**src/rtl/calc_nport_arb.sv**
```systemverilog
// Multi-port add/sub/shift engine: per-port two-cycle request capture, one shared
// ALU behind a fixed-priority or round-robin arbiter, results returned per port.
module calc_nport_arb #(
   parameter int NUM_PORTS = 4,
   parameter int DATA_W    = 32,
   parameter int ARB_MODE  = 0
) (
   input  logic                        c_clk,
   input  logic                        reset,
   input  logic [4*NUM_PORTS-1:0]      req_cmd_in,
   input  logic [DATA_W*NUM_PORTS-1:0] req_data_in,
   output logic [2*NUM_PORTS-1:0]      out_resp,
   output logic [DATA_W*NUM_PORTS-1:0] out_data,
   output logic [NUM_PORTS-1:0]        port_busy
);

   localparam int PTR_W = (NUM_PORTS > 1) ? $clog2(NUM_PORTS) : 1;
   localparam int SH_W  = $clog2(DATA_W);

   localparam logic [3:0] CMD_NONE = 4'b0000;
   localparam logic [3:0] CMD_ADD  = 4'b0001;
   localparam logic [3:0] CMD_SUB  = 4'b0010;
   localparam logic [3:0] CMD_SHL  = 4'b0101;
   localparam logic [3:0] CMD_SHR  = 4'b0110;

   localparam logic [1:0] RESP_OK     = 2'b01;
   localparam logic [1:0] RESP_IN_ERR = 2'b10;

   typedef enum logic [1:0] {
      ST_IDLE = 2'd0,
      ST_OP2  = 2'd1,
      ST_WAIT = 2'd2,
      ST_EXEC = 2'd3
   } port_state_e;

   // Per-port request capture
   port_state_e       state_q [NUM_PORTS];
   port_state_e       state_d [NUM_PORTS];
   logic [3:0]        cmd_q   [NUM_PORTS];
   logic [3:0]        cmd_d   [NUM_PORTS];
   logic [DATA_W-1:0] op1_q   [NUM_PORTS];
   logic [DATA_W-1:0] op1_d   [NUM_PORTS];
   logic [DATA_W-1:0] op2_q   [NUM_PORTS];
   logic [DATA_W-1:0] op2_d   [NUM_PORTS];

   // Arbiter
   logic [NUM_PORTS-1:0] wait_req;
   logic                 gnt_valid;
   logic [PTR_W-1:0]     gnt_idx;
   logic [PTR_W-1:0]     cand_idx;
   logic [PTR_W-1:0]     rr_ptr_q;
   logic [PTR_W-1:0]     rr_ptr_d;
   int                   cand;
   int                   nxt;

   // Execute stage
   logic              exec_valid_q, exec_valid_d;
   logic [PTR_W-1:0]  exec_port_q,  exec_port_d;
   logic [3:0]        exec_cmd_q,   exec_cmd_d;
   logic [DATA_W-1:0] exec_op1_q,   exec_op1_d;
   logic [DATA_W-1:0] exec_op2_q,   exec_op2_d;

   logic [DATA_W:0]   add_full;
   logic [1:0]        alu_resp;
   logic [DATA_W-1:0] alu_data;

   // Registered responses
   logic [2*NUM_PORTS-1:0]      out_resp_q, out_resp_d;
   logic [DATA_W*NUM_PORTS-1:0] out_data_q, out_data_d;

   always_comb begin
      wait_req  = '0;
      port_busy = '0;
      for (int p = 0; p < NUM_PORTS; p++) begin
         wait_req[p]  = (state_q[p] == ST_WAIT);
         port_busy[p] = (state_q[p] != ST_IDLE);
      end
   end

   // Search order starts at port 0 in fixed mode, at the pointer in round-robin mode.
   always_comb begin
      gnt_valid = 1'b0;
      gnt_idx   = '0;
      cand      = 0;
      cand_idx  = '0;
      for (int i = 0; i < NUM_PORTS; i++) begin
         cand     = (ARB_MODE == 1) ? (int'(rr_ptr_q) + i) % NUM_PORTS : i;
         cand_idx = cand[PTR_W-1:0];
         if (!gnt_valid && wait_req[cand_idx]) begin
            gnt_valid = 1'b1;
            gnt_idx   = cand_idx;
         end
      end
   end

   always_comb begin
      rr_ptr_d = rr_ptr_q;
      nxt      = 0;
      if ((ARB_MODE == 1) && gnt_valid) begin
         nxt      = (int'(gnt_idx) + 1) % NUM_PORTS;
         rr_ptr_d = nxt[PTR_W-1:0];
      end
   end

   always_comb begin
      for (int p = 0; p < NUM_PORTS; p++) begin
         state_d[p] = state_q[p];
         cmd_d[p]   = cmd_q[p];
         op1_d[p]   = op1_q[p];
         op2_d[p]   = op2_q[p];
         case (state_q[p])
            ST_IDLE: begin
               if (req_cmd_in[4*p +: 4] != CMD_NONE) begin
                  cmd_d[p]   = req_cmd_in[4*p +: 4];
                  op1_d[p]   = req_data_in[DATA_W*p +: DATA_W];
                  state_d[p] = ST_OP2;
               end
            end
            ST_OP2: begin
               op2_d[p]   = req_data_in[DATA_W*p +: DATA_W];
               state_d[p] = ST_WAIT;
            end
            ST_WAIT: begin
               if (gnt_valid && (int'(gnt_idx) == p)) state_d[p] = ST_EXEC;
            end
            ST_EXEC: begin
               if (exec_valid_q && (int'(exec_port_q) == p)) state_d[p] = ST_IDLE;
            end
            default: state_d[p] = ST_IDLE;
         endcase
      end
   end

   // Operands are copied at grant so the port's own registers stay untouched.
   always_comb begin
      exec_valid_d = gnt_valid;
      exec_port_d  = gnt_idx;
      exec_cmd_d   = cmd_q[gnt_idx];
      exec_op1_d   = op1_q[gnt_idx];
      exec_op2_d   = op2_q[gnt_idx];
   end

   always_comb begin
      add_full = {1'b0, exec_op1_q} + {1'b0, exec_op2_q};
      alu_resp = RESP_OK;
      alu_data = '0;
      case (exec_cmd_q)
         CMD_ADD: begin
            if (add_full[DATA_W]) alu_resp = RESP_IN_ERR;
            else                  alu_data = add_full[DATA_W-1:0];
         end
         CMD_SUB: begin
            if (exec_op2_q > exec_op1_q) alu_resp = RESP_IN_ERR;
            else                         alu_data = exec_op1_q - exec_op2_q;
         end
         CMD_SHL: alu_data = exec_op1_q << exec_op2_q[SH_W-1:0];
         CMD_SHR: alu_data = exec_op1_q >> exec_op2_q[SH_W-1:0];
         default: alu_resp = RESP_IN_ERR;
      endcase
   end

   always_comb begin
      out_resp_d = '0;
      out_data_d = '0;
      for (int p = 0; p < NUM_PORTS; p++) begin
         if (exec_valid_q && (int'(exec_port_q) == p)) begin
            out_resp_d[2*p +: 2]           = alu_resp;
            out_data_d[DATA_W*p +: DATA_W] = alu_data;
         end
      end
   end

   always_ff @(posedge c_clk) begin
      if (!reset) begin
         for (int p = 0; p < NUM_PORTS; p++) begin
            state_q[p] <= ST_IDLE;
            cmd_q[p]   <= '0;
            op1_q[p]   <= '0;
            op2_q[p]   <= '0;
         end
         rr_ptr_q     <= '0;
         exec_valid_q <= 1'b0;
         exec_port_q  <= '0;
         exec_cmd_q   <= '0;
         exec_op1_q   <= '0;
         exec_op2_q   <= '0;
         out_resp_q   <= '0;
         out_data_q   <= '0;
      end else begin
         for (int p = 0; p < NUM_PORTS; p++) begin
            state_q[p] <= state_d[p];
            cmd_q[p]   <= cmd_d[p];
            op1_q[p]   <= op1_d[p];
            op2_q[p]   <= op2_d[p];
         end
         rr_ptr_q     <= rr_ptr_d;
         exec_valid_q <= exec_valid_d;
         exec_port_q  <= exec_port_d;
         exec_cmd_q   <= exec_cmd_d;
         exec_op1_q   <= exec_op1_d;
         exec_op2_q   <= exec_op2_d;
         out_resp_q   <= out_resp_d;
         out_data_q   <= out_data_d;
      end
   end

   assign out_resp = out_resp_q;
   assign out_data = out_data_q;

endmodule

```
**config.mk**
```make
export PLATFORM = sky130hd
export DESIGN_NAME = calc_nport_arb
export DESIGN_NICKNAME = d
export VERILOG_FILES = /design/src/rtl/calc_nport_arb.sv
export SDC_FILE = /design/constraint.sdc
export NUM_CORES = 1
export LEC_CHECK = 0
export CORE_MARGIN = 5
export CORE_UTILIZATION = 45
export DETAILED_ROUTE_END_ITERATION = 10
export GPL_TIMING_DRIVEN = 1
export PLACE_DENSITY = 0.76
export SKIP_CTS_REPAIR_TIMING = 1
export SYNTH_ARGS = -nofsm -noshare
export SYNTH_HDL_FRONTEND = slang
export SYNTH_SLANG_ARGS = --single-unit
```
**constraint.sdc**
```tcl
create_clock -name c_clk -period 6.4 [get_ports c_clk]
set_clock_uncertainty 0.05 [all_clocks]
set_input_delay 0.96 -clock c_clk [delete_from_list [all_inputs] [get_ports c_clk]]
set_output_delay 0.96 -clock c_clk [all_outputs]
set_load 0.05 [all_outputs]
```
After elaboration in Yosys (flattened, before gate mapping). Memory sizes are Yosys's and may differ from the RTL's. A register that Yosys moved wholly into a read port is not among the register bits. Index checks and enable logic that the tools add are counted.

Word-level logic and storage cells: 180. Memories kept: 4. Register bits after elaboration: 139. RAM bits: 280. Output and inout port bits: 140.

Equal/unequal tests: 34. Reduce and logical (&&, ||, !) cells: 44. Shifts and indexed selects: 2. Magnitude comparators: 1. Bitwise operators: 16. Multiplexer cells: 67. $add $sub $neg: 2.

Memory list: op1_q (words 4, bits a word 32, read ports 1, clocked after memory_dff 1, write ports 4, RTL line 41) `logic [DATA_W-1:0] op1_q [NUM_PORTS];`; op2_q (words 4, bits a word 32, read ports 1, clocked after memory_dff 1, write ports 4, RTL line 43) `logic [DATA_W-1:0] op2_q [NUM_PORTS];`; cmd_q (words 4, bits a word 4, read ports 1, clocked after memory_dff 1, write ports 4, RTL line 39) `logic [3:0] cmd_q [NUM_PORTS];`; state_q (words 4, bits a word 2, read ports 4, clocked after memory_dff 0, write ports 4, RTL line 37) `port_state_e state_q [NUM_PORTS];`.

Operator list (count): two-way mux 32 bit (22); one-hot mux 32 bit (4 select lines) (1); two-way mux 4 bit (12); two-way mux 2 bit (20); adder 32 x 32 -> 33 bit (1); > comparator 32 bit (1); one-hot mux 2 bit (4 select lines) (4); << shifter 32 x 5 -> 32 bit (1); right shift 32 x 5 -> 32 bit (1); subtractor 32 bit (1); equality test 2 bit (second input constant) (12); bitwise OR 1 bit (16); AND reduction 2 bit (8); nonzero test 4 bit (4); equality test 2 x 1 -> 1 bit (second input constant) (6); zero test 2 bit (6); AND reduction 3 bit (4); logical AND 1 bit (11); equality test 4 x 3 -> 1 bit (second input constant) (2); != test 1 bit (second input constant) (8); != test 2 bit (second input constant) (4); nonzero test 2 bit (4); two-way mux 1 bit (7); zero test 1 bit (6); 4 further kinds (4).

Logic depth before layout (Yosys ltp). An unclocked memory read counts as a cell.

Depth in word-level cells: 17. Mapped depth: 15. Mapped depth without buffers: 11.

Least setup slack after synthesis. Ideal clock, no wire load.

Kind: reg-to-reg. From: register exec_op2_q[1] (read register of op2_q). To: register out_data_q[2], in the netlist out_data[2]. Path buffers: 4. Path slack: 2862 ps. Required time: 6212 ps. Arrival: 3350 ps. Setup time: 138 ps. Cell stages (with the launch flop): 15. Path through: dfxtp_1 inv_2 buf_2 buf_1 fa_1 nor2_1 o221ai_2 a32oi_2 a211oi_1 o21ai_2 a21oi_2 buf_6 buf_6 a221oi_1 nor3_1.

Cells in the longest elaborated chain, start to end: 3. Elaborated cells on any way between the ends: 8. Classes of those cells: add/sub (2); order compare (1); shift (2); mux (3).

RTL lines: from (decl) (RTL line 61) `logic [DATA_W-1:0] exec_op2_q, exec_op2_d;`; subtractor 32 bit (tied with other cells) (RTL line 154) `else alu_data = exec_op1_q - exec_op2_q;`; two-way mux 32 bit (on tied branches) (RTL line 153, 149); one-hot mux 32 bit (4 select lines) (*) (RTL line 147) `case (exec_cmd_q)`; to (signal assigned) (RTL line 203) `out_data_q <= out_data_d;`; to (decl) (RTL line 69) `logic [DATA_W*NUM_PORTS-1:0] out_data_q, out_data_d;`.

Mark *: on every way between the ends. The rest lies on a longest branch, timed or not. A chain may end at the register's enable or synchronous reset.

Worst setup path in the final report.
From: register exec_op1_q[8] (read register of op1_q). To: register out_data_q[93], in the netlist out_data[93].

Cells in the longest elaborated chain, start to end: 3. Elaborated cells on any way between the ends: 8. Classes of those cells: add/sub (2); order compare (1); shift (2); mux (3).

RTL lines: from (decl) (RTL line 60) `logic [DATA_W-1:0] exec_op1_q, exec_op1_d;`; subtractor 32 bit (tied with other cells) (RTL line 154); two-way mux 32 bit (on tied branches) (RTL line 153, 149); one-hot mux 32 bit (4 select lines) (*) (RTL line 147).

Marked as above.

==> results by group <==
STA
  – Setup tns final: 0 ns
  – Min Tclk post-route: 4.32 ns
  – Max_slew headroom: 22.8%
  – Slew Viols, Final: 0
  – Max frequency: 232 MHz
  – Crit share post-route: 67.5%
  – Worst-margin pin slew: roughly 1.2 ns
  – RSZ-0062 raised after global routing: no
  – Final hold viol count: 0
  – # setup viols final: 0

Critical path
  – Worst-path fanout max: 11
  – Delay of the slowest cell on the worst path: 0.85 ns
  – Worst Setup Path Type: reg2reg
  – Worst setup SP type: flop
  – Crit end category: flop
  – Worst path arrival time: approximately 4.7 ns
  – Top delay family on crit path: compound AO/OA/AOI/OAI gates
  – CP Buf/Inv Count: 1
  – Worst Path Required: 6.82 ns
  – Cell Chain, Critical Path: ha_1, inv_2, a221oi_1, nand2_1, o31ai_1, a21oi_1, a311oi_1, mux2i_1, a21oi_1
  – Crit path top cell by count: a21oi_1
  – Slowest-stage cell, CP: o31ai_1

Floorplan
  – Core area: 57,400 µm²
  – I/O pins: 286
  – Die width: ~250 µm
  – Die Footprint: approximately 63,000 µm²
  – Die H: between 200 and 300 µm
  – Std-Cell Rows: 88
  – Initial Utilization: 45.2%

Finish
  – N_diodes: 0
  – Fin nets: 2,959
  – Leading cell type in the layout, fill and taps excluded: clkdlybuf4s50_1
  – Layout cells sized above 1: 9.95%
  – Most frequent cells in the layout: clkdlybuf4s50_1, edfxtp_1, nand2_1, dfxtp_1, nor2_1
  – Synth-to-Final Area Change: 19.4%
  – Final instance count without filler cells: ~3,500

Logic synthesis
  – Avg Cell Area, Syn: 10.2 µm²
  – XOR/XNOR Fraction of Synth Area: 0%
  – Post-Synth Adder-Cell Area: 4.30%
  – Library cells used by synthesis: roughly 90
  – Synth Area in Simple Gates: between 10% and 20%
  – Synthesized cell area: 25,900 µm²
  – FFs w/ async S/R, synth: 0%
  – Cells after Synth: 2,536
  – Syn nets: around 2,800
  – Synth Register Bits: 487
  – Register area share after synthesis: between 40% and 50%
  – Largest family of logic cells by synthesized area: simple AND/OR/NAND/NOR gates
  – Compound-gate portion of the synthesized area: 16.6%
  – Most used DFF post-synth: edfxtp_1
  – Number of synthesized flops with an enable pin: 272
  – Mux contribution to synthesized area: about 7.6%
  – Yosys Warn Count: 0

Route
  – Via density: 6.20
  – Final WL: 89.4 mm
  – Initial DRC Count: 2,709
  – Residual DRC count: 0
  – Post-route ant nets: 0
  – Drt pass-1 iters: 6
  – Drt wl/cell: 25.3 µm
  – DR vias: 21,900

GRT
  – Largest net degree at the start of global routing: 80
  – Initial antenna violation count: 0
  – Gr ovfl total: 0
  – First-pass GRT wire length: 135 mm
  – Tot GR Track Use: between 20% and 30%
  – Vias in the first global route: 21,600

Clock network
  – Clk slew on worst S/H paths: 0.06 ns
  – Clk Latency, worst-skew pair: 0.60 ns
  – CTS buffer count: 49
  – CTS tree: yes
  – CTS root buf: clkbuf_16
  – Buffers from clock root to sink, at most: 3
  – CTS Sinks: 487
  – CTS HTree Levels: 2

Power
  – Peak VDD IR: roughly 0.32 mV
  – Leakage Power: 11.8 nW
  – PwrDens: 502 nW/µm²
  – Pwr Total: 15.5 mW

Placement
  – Port bufs: 285
  – Detailed placement HPWL: 63.1 mm
  – Inst Count DP: roughly 3,400
  – RD Place Congestion: 0.978

Hold path
  – Hold/Removal Path Class: reg2reg

Outcome
  – Status: finished, final reports clean

Job
  – Max-Cap Viols: 0
worst min-delay path, delay by kind of cell, from the launching register on:
kind	cells	cell delay, ns
AO/OA/AOI/OAI	1	0.07
flip-flops	1	0.32
AND/OR/NAND/NOR	1	0.08
state kept, by name, indices dropped and copies added (netlist names):
signal	flops
op1_q	128
exec_valid_q	1
exec_op1_q	32
state_q	8
exec_op2_q	32
out_resp	8
op2_q	128
out_data	128
exec_port_q	2
cmd_q	16
exec_cmd_q	4
worst paths after layout:
path         slack (ns)           from        endpoint  cells after the start
max reg2reg        2.08  exec_op1_q[8]    out_data[93]                      9
max                2.08  exec_op1_q[8]    out_data[93]                      9
min reg2reg        0.44   op1_q[3][26]  exec_op1_q[26]                      2
min                0.44   op1_q[3][26]  exec_op1_q[26]                      2
layout make-up:
type                            count  area, µm²
Clock buffer                       65       1350
Multi-Input combinational cell   1766      12400
Timing Repair Buffer              328       3170
Clock inverter                     24        277
Fill cell                        4912      26400
Inverter                           93        349
Tap cell                          765        957
Sequential cell                   487      12500
logic make-up after synthesis:
family,Yosys count
AOI/OAI and AO/OA,568
buffers and inverters,283
muxes,129
and+or+nand+nor,981
adders and majority gates,88
DFF,487
per-stage QoR:
step / setup slack [ns] / instance area, µm² / util [%] / hold slack, ns
after global placement: 2.28 / 29400 / 51.2 / 0.430
after CTS: 2.15 / 31000 / 54.0 / 0.428
after global routing: 1.85 / 31000 / 54.0 / 0.455
final: 2.08 / 31000 / 54.0 / 0.440
after detailed placement: 2.17 / 29400 / 51.2 / 0.435
after floorplan: 2.86 / 25900 / - / 0.415
cell usage after synthesis, drive strengths merged, types with 25 or more instances:
library cell / count / area, µm²
o21ai: 70 / 354
and3: 150 / 938
nor2b: 51 / 319
inv: 92 / 345
nand3: 29 / 145
nor2: 178 / 668
a311oi: 38 / 333
mux2: 25 / 282
nand2: 244 / 916
mux2i: 52 / 521
and2: 138 / 863
ha: 86 / 1080
mux4: 52 / 1170
a221oi: 55 / 544
a211oi: 64 / 480
nor3: 126 / 631
a2111oi: 29 / 442
clkbuf: 137 / 514
dfxtp: 215 / 4300
edfxtp: 272 / 8170
a21oi: 142 / 718
buf: 53 / 308
report_power, final:
group | total [mW] | internal (mW) | leakage (nW) | switching (mW)
logic | 7.71 | 2.50 | 6.33 | 5.20
registers | 4.94 | 4.35 | 4.71 | 0.592
clock network | 2.90 | 1.69 | 0.796 | 1.21
total | 15.5 | 8.54 | 11.8 | 7.00
routing by layer:
| metal | wire [µm] | GRT usage [%] | part of all wire, % | up-vias |
|---|---|---|---|---|
| met5 | 0 | 0 | 0 | - |
| met4 | 2640 | 7.70 | 2.9 | 0 |
| met3 | 8430 | 5.05 | 9.4 | 156 |
| met2 | 41900 | 44.3 | 47 | 1276 |
| met1 | 36500 | 38.0 | 41 | 10700 |
| li1 | - | - | - | 9772 |
No activity file was read; power rests on OpenSTA's default activity.
